==> config.mk <==
export PLATFORM = sky130hd
export DESIGN_NAME = yuv444_to_yuv422
export DESIGN_NICKNAME = d
export VERILOG_FILES = /design/src/rtl/yuv444_to_yuv422_pkg.sv /design/src/rtl/chroma_pair_avg.sv /design/src/rtl/yuv444_to_yuv422.sv
export SDC_FILE = /design/constraint.sdc
export NUM_CORES = 1
export LEC_CHECK = 0
export ABC_AREA = 1
export CAP_MARGIN = 40
export CORE_UTILIZATION = 50
export CTS_CLUSTER_DIAMETER = 80
export DETAILED_ROUTE_END_ITERATION = 7
export PLACE_DENSITY = 0.79
export SETUP_SLACK_MARGIN = 0.3
export SYNTH_ARGS = -nofsm -noshare
export SYNTH_HDL_FRONTEND = slang
export SYNTH_HIERARCHICAL = 1
export SYNTH_SLANG_ARGS = --single-unit
==> constraint.sdc <==
create_clock -name clk -period 3.15 [get_ports clk]
set_clock_uncertainty 0.2 [all_clocks]
set_input_delay 0.315 -clock clk [delete_from_list [all_inputs] [get_ports clk]]
set_output_delay 0.315 -clock clk [all_outputs]
set_load 0.05 [all_outputs]
==> src/rtl/yuv444_to_yuv422_pkg.sv <==
// +-----------------------------------------------------------------------------
// | yuv444_to_yuv422_pkg : token type codes, pixel test macro and chroma select
// | codes shared by the 4:4:4 -> 4:2:2 subsampler. Revision 1.0
// +-----------------------------------------------------------------------------
`default_nettype none

`ifndef DTYPE_WIDTH
`define DTYPE_WIDTH 3
`endif

`define IS_PIXEL(t) ((t) == yuv444_to_yuv422_pkg::DTYPE_PIXEL)

package yuv444_to_yuv422_pkg;

   localparam logic [`DTYPE_WIDTH-1:0] DTYPE_PIXEL       = `DTYPE_WIDTH'(0);
   localparam logic [`DTYPE_WIDTH-1:0] DTYPE_FRAME_START = `DTYPE_WIDTH'(1);
   localparam logic [`DTYPE_WIDTH-1:0] DTYPE_ROW_START   = `DTYPE_WIDTH'(2);
   localparam logic [`DTYPE_WIDTH-1:0] DTYPE_ROW_END     = `DTYPE_WIDTH'(3);
   localparam logic [`DTYPE_WIDTH-1:0] DTYPE_FRAME_END   = `DTYPE_WIDTH'(4);

   localparam logic CSEL_U = 1'b0;
   localparam logic CSEL_V = 1'b1;

endpackage

`default_nettype wire

==> src/rtl/chroma_pair_avg.sv <==
// +-----------------------------------------------------------------------------
// | chroma_pair_avg : rounded average of two chroma samples when
// | YUV422_AVERAGE_EN is defined, otherwise passes sample a through.
// | Revision 1.0
// +-----------------------------------------------------------------------------
`default_nettype none

module chroma_pair_avg #(
   parameter int WIDTH = 10
) (
   input  logic [WIDTH-1:0] a,
   input  logic [WIDTH-1:0] b,
   output logic [WIDTH-1:0] avg
);

`ifdef YUV422_AVERAGE_EN
   // One extra bit holds the carry; dropping the LSB is the divide by two.
   logic w_unused_lsb;
   assign {avg, w_unused_lsb} = {1'b0, a} + {1'b0, b} + (WIDTH+1)'(1);
`else
   logic w_unused_b;
   assign w_unused_b = ^b;
   assign avg        = a;
`endif

endmodule

`default_nettype wire

==> src/rtl/yuv444_to_yuv422.sv <==
// +-----------------------------------------------------------------------------
// | yuv444_to_yuv422 : one-token holding stage that pairs even/odd pixels and
// | emits 4:2:2 (U on even, V on odd). Averaging enabled by YUV422_AVERAGE_EN.
// | Revision 1.0
// +-----------------------------------------------------------------------------
`default_nettype none

module yuv444_to_yuv422
   import yuv444_to_yuv422_pkg::*;
#(
   parameter int PIXEL_WIDTH = 10,
   parameter int META_WIDTH  = 16
) (
   input  logic                    clk,
   input  logic                    reset,
   input  logic                    dvi,
   input  logic [`DTYPE_WIDTH-1:0] dtypei,
   input  logic [PIXEL_WIDTH-1:0]  yi,
   input  logic [PIXEL_WIDTH-1:0]  ui,
   input  logic [PIXEL_WIDTH-1:0]  vi,
   input  logic [META_WIDTH-1:0]   meta_datai,
   output logic                    dvo,
   output logic [`DTYPE_WIDTH-1:0] dtypeo,
   output logic [PIXEL_WIDTH-1:0]  yo,
   output logic [PIXEL_WIDTH-1:0]  co,
   output logic                    csel,
   output logic [META_WIDTH-1:0]   meta_datao
);

   logic                    r_h_valid;
   logic                    r_h_odd;
   logic                    r_parity;
   logic [`DTYPE_WIDTH-1:0] r_h_dtype;
   logic [PIXEL_WIDTH-1:0]  r_h_y;
   logic [PIXEL_WIDTH-1:0]  r_h_u;
   logic [PIXEL_WIDTH-1:0]  r_h_v;
   logic [META_WIDTH-1:0]   r_h_meta;

   logic                    w_in_pix;
   logic                    w_in_odd;
   logic                    w_h_pix;
   logic                    w_h_even;
   logic                    w_emit;
   logic [PIXEL_WIDTH-1:0]  w_avg_u;
   logic [PIXEL_WIDTH-1:0]  w_avg_v;
   logic [PIXEL_WIDTH-1:0]  w_co;
   logic                    w_csel;

   // U pairs held-even with incoming-odd; V is computed when the odd arrives.
   chroma_pair_avg #(.WIDTH(PIXEL_WIDTH)) u_avg_u (
      .a   (r_h_u),
      .b   (ui),
      .avg (w_avg_u)
   );

   chroma_pair_avg #(.WIDTH(PIXEL_WIDTH)) u_avg_v (
      .a   (vi),
      .b   (r_h_v),
      .avg (w_avg_v)
   );

   assign w_in_pix = `IS_PIXEL(dtypei);
   assign w_in_odd = w_in_pix && r_parity;
   assign w_h_pix  = `IS_PIXEL(r_h_dtype);
   assign w_h_even = r_h_valid && w_h_pix && !r_h_odd;
   assign w_emit   = r_h_valid && (dvi || !w_h_even);

   always_comb begin
      w_co   = r_h_u;
      w_csel = CSEL_U;
      if (w_h_even) begin
         if (w_in_pix) begin
            w_co = w_avg_u;
         end
      end else if (w_h_pix) begin
         w_co   = r_h_v;
         w_csel = CSEL_V;
      end
   end

   always_ff @(posedge clk or posedge reset) begin
      if (reset) begin
         r_h_valid  <= 1'b0;
         r_h_odd    <= 1'b0;
         r_parity   <= 1'b0;
         r_h_dtype  <= '0;
         r_h_y      <= '0;
         r_h_u      <= '0;
         r_h_v      <= '0;
         r_h_meta   <= '0;
         dvo        <= 1'b0;
         dtypeo     <= '0;
         yo         <= '0;
         co         <= '0;
         csel       <= 1'b0;
         meta_datao <= '0;
      end else begin
         dvo <= w_emit;
         if (w_emit) begin
            dtypeo     <= r_h_dtype;
            yo         <= r_h_y;
            co         <= w_co;
            csel       <= w_csel;
            meta_datao <= r_h_meta;
         end
         if (dvi) begin
            r_h_valid <= 1'b1;
            r_h_dtype <= dtypei;
            r_h_y     <= yi;
            r_h_u     <= ui;
            r_h_meta  <= meta_datai;
            r_h_odd   <= w_in_odd;
            r_h_v     <= w_in_odd ? w_avg_v : vi;
            r_parity  <= w_in_pix && !r_parity;
         end else if (w_emit) begin
            r_h_valid <= 1'b0;
         end
      end
   end

endmodule

`default_nettype wire

==> results by group <==
Run status
  • Status: completed

Worst setup path
  • Crit path DAT: 1.56 ns
  • Critical Path Source Type: flip-flop
  • Crit Path Max Fanout: 2
  • Slowest CP cell: clkdlybuf4s50_1
  • Crit. End Element: output pin
  • Crit path cell chain: clkdlybuf4s50_1
  • Worst Path Required: 2.63 ns
  • CP bufs+invs: 1
  • Critical Setup Path Class: flip-flop to output pin
  • Max stage delay on crit path: 0.84 ns
  • Delay-heaviest family, CP: buffers and inverters

CTS
  • Clock sink count: 93
  • CTS Buf Count: 9
  • CTS root buffer: clkbuf_8
  • Clock transition at the registers of the reported paths: 0.09 ns
  • CTS Buffer Depth: 2
  • CTS tree: yes
  • CTS Hold Bufs: 0
  • PostCTS Resize Cnt: 0
  • Number of H-tree levels: 3
  • Setup bufs post-CTS: 0
  • Clk_lat worst skew: 0.35 ns

Cells and area
  • Nets: 612
  • Final Cell Area: 0.00511 mm²
  • FILL cells: 680
  • Area of the multi-input gates: 0.00138 mm²
  • Layout cell share with drive strength beyond 1: 5.14%
  • Syn-to-layout area delta: 23.6%
  • Register area: 0.00233 mm²
  • Diode count: 0

Synth
  • Asr flop ratio synth: 100%
  • Yosys reg bits: 93
  • Share of the yosys chip area belonging to registers: 56.3%
  • Top cells by count, synth: nand2_1 (202), dfrtp_1 (93), o21ai_0 (70)
  • Synth area leader: dfrtp_1
  • Cell variety after synth: 20
  • Syn_nets: 551
  • Synth area leaders: dfrtp_1 (56%), nand2_1 (18%), o21ai_0 (8.5%)
  • Synth warn: 6
  • Average size of a mapped cell: 8.28 µm²
  • Post-synthesis cell area: 0.00413 mm²
  • Mapped Cells: 499
  • Post-synth EDFFs: 0
  • Count leader, synth: nand2_1
  • Synth Flop Type: dfrtp_1
  • Share of the synthesized area in the top cell type: 56.3%

Routing
  • DRC violations left: 0
  • Via count: 3292
  • DR top layer: met4
  • Routed len/inst: 13.1 µm
  • Iteration-0 DRC Markers: 134
  • Met3 wire len: 300 µm
  • Pre-Repair DR Iteration Count: 4
  • Final wirelength: 8.70 mm
  • Final ANT Viol Nets: 0
  • Vias/cell: 4.94
  • M1 WL: 4.16 mm
  • DR WL met2: 4.13 mm

Timing
  • Worst-Margin Slew: 0.702 ns
  • Worst slew margin: 53.2%
  • Max frequency: 482 MHz
  • Setup TNS: 0 ns
  • Ratio of final minimum period to clock period: 65.9%
  • RSZ-0062 raised after global routing: no
  • Final Max Slew Viols: 0
  • Hold Violations, Final: 0
  • Final Setup Violations: 0
  • Crit path time final: 2.08 ns

GRT
  • First-pass GRT wire length: 14.8 mm
  • Initial antenna violation count: 0
  • GR Overflow Total: 0
  • GRT Total Usage: 22.0%
  • Vias in the first global route: 3142
  • Pin count of the biggest net entering global routing: 94

Power and ir drop
  • Leak Pwr: 2.48 nW
  • Sequential Power Share: 47.9%
  • Clock power frac: 23.7%
  • Worst IR drop on VDD: 0.000353 V
  • Sw Share: 35.2%
  • Internal power: 1.93 mW
  • Switching power: 1.05 mW
  • PD cells: 583 mW/mm²
  • Combinational power share: 28.4%

Floorplanning
  • Die area: 0.00863 mm²
  • Ports: 93
  • Core area: 0.00785 mm²
  • Die Height: 92.9 µm
  • Core Rows: 32
  • Initial Util: 52.7%
  • Die W: 92.9 µm

Worst hold path
  • Min-delay worst type: input pin to flip-flop

Place
  • Port bufs: 92
  • DP HPWL: 6.07 mm
  • Final Wtd Congestion: 0.827
  • Placed Area: 0.00494 mm²

Flow run
  • Max Cap Viol: 0
stage by stage:
stage | utilization [%] | instances | total power [mW] | setup WS [ns] | hold slack, ns
after floorplan | - | 499 | 2.00 | 1.54 | 0.232
after global placement | 62.9 | 651 | 2.28 | 0.941 | 0.261
after detailed placement | 62.9 | 651 | 2.30 | 0.866 | 0.270
after CTS | 65.1 | 666 | 3.00 | 1.06 | 0.0625
after global routing | 65.1 | 666 | 3.12 | 0.978 | 0.124
final | 65.1 | 666 | 2.98 | 1.07 | 0.0734
registers in the layout, summed over array words and instances, names as in the netlist:
name	cells
meta_datao	16
r_h_meta	16
co	10
r_h_u	10
r_h_v	10
r_h_y	10
yo	10
dtypeo	3
r_h_dtype	3
csel	1
dvo	1
r_h_odd	1
r_h_valid	1
r_parity	1
final timing paths:
check,cells after the start,end,slack (ns),start
max,1,csel,1.07,csel
min,3,r_h_odd,0.07,dvi
max reg2reg,6,meta_datao[11],1.10,r_h_dtype[0]
min reg2reg,2,co[9],0.28,co[9]
max in group asynchronous,3,r_h_v[3],2.14,reset
min in group asynchronous,3,yo[3],0.23,reset
kinds of logic after synthesis:
kind of cell / share of synthesized area [%]
buffers and inverters: 10.2
AND/OR/NAND/NOR: 23.7
AO/OA/AOI/OAI: 9.81
flip-flops: 56.3
placed cells by master (no fill, tap or decap):
master	netlist	routed
o21ai_0	70	70
clkinvlp_4	0	2
buf_12	0	1
a21oi_1	1	1
nor2_4	2	2
clkinv_2	0	2
clkbuf_8	0	10
nand2_1	202	202
clkdlybuf4s50_1	0	91
inv_1	35	34
buf_4	21	3
o21ai_1	10	10
nor2_2	2	2
nand3_1	22	22
nor2_1	11	11
nand3_2	1	1
nand2_2	1	1
nand4_1	1	1
dfrtp_1	93	93
inv_6	0	1
clkinv_4	0	1
nand2_4	1	1
buf_2	15	1
inv_2	1	1
worst register-to-register path: stages, from the launching register on:
cell and delay (ns):
dfrtp_1 0.41, nor2_4 0.32, nand3_2 0.14, nand2_4 0.31, buf_4 0.39, nand2_1 0.10
o21ai_0 0.10
power by group through the flow:
| stage | Clock, mW | Combinational [mW] | Sequential, mW |
|---|---|---|---|
| floorplan | 0 | 0.270 | 1.73 |
| global placement | 0 | 0.835 | 1.44 |
| detailed placement | 0 | 0.851 | 1.45 |
| CTS | 0.722 | 0.853 | 1.43 |
| global route | 0.769 | 0.914 | 1.44 |
| finish | 0.707 | 0.845 | 1.43 |
routing by layer:
layer	vias to the layer above	track usage (%)
li1	1651	-
met1	1559	30.0
met2	74	35.9
met3	8	4.02
met4	0	6.15
met5	-	0
layout make-up:
cell class	instances	area share (%)
clock buffers	10	2.69
multi-input cells	324	27.1
clock inverters	5	0.686
well taps	102	2.50
inverters	36	2.72
flip-flops and latches	93	45.6
repair buffers	96	18.8
No activity file was read; power rests on OpenSTA's default activity.
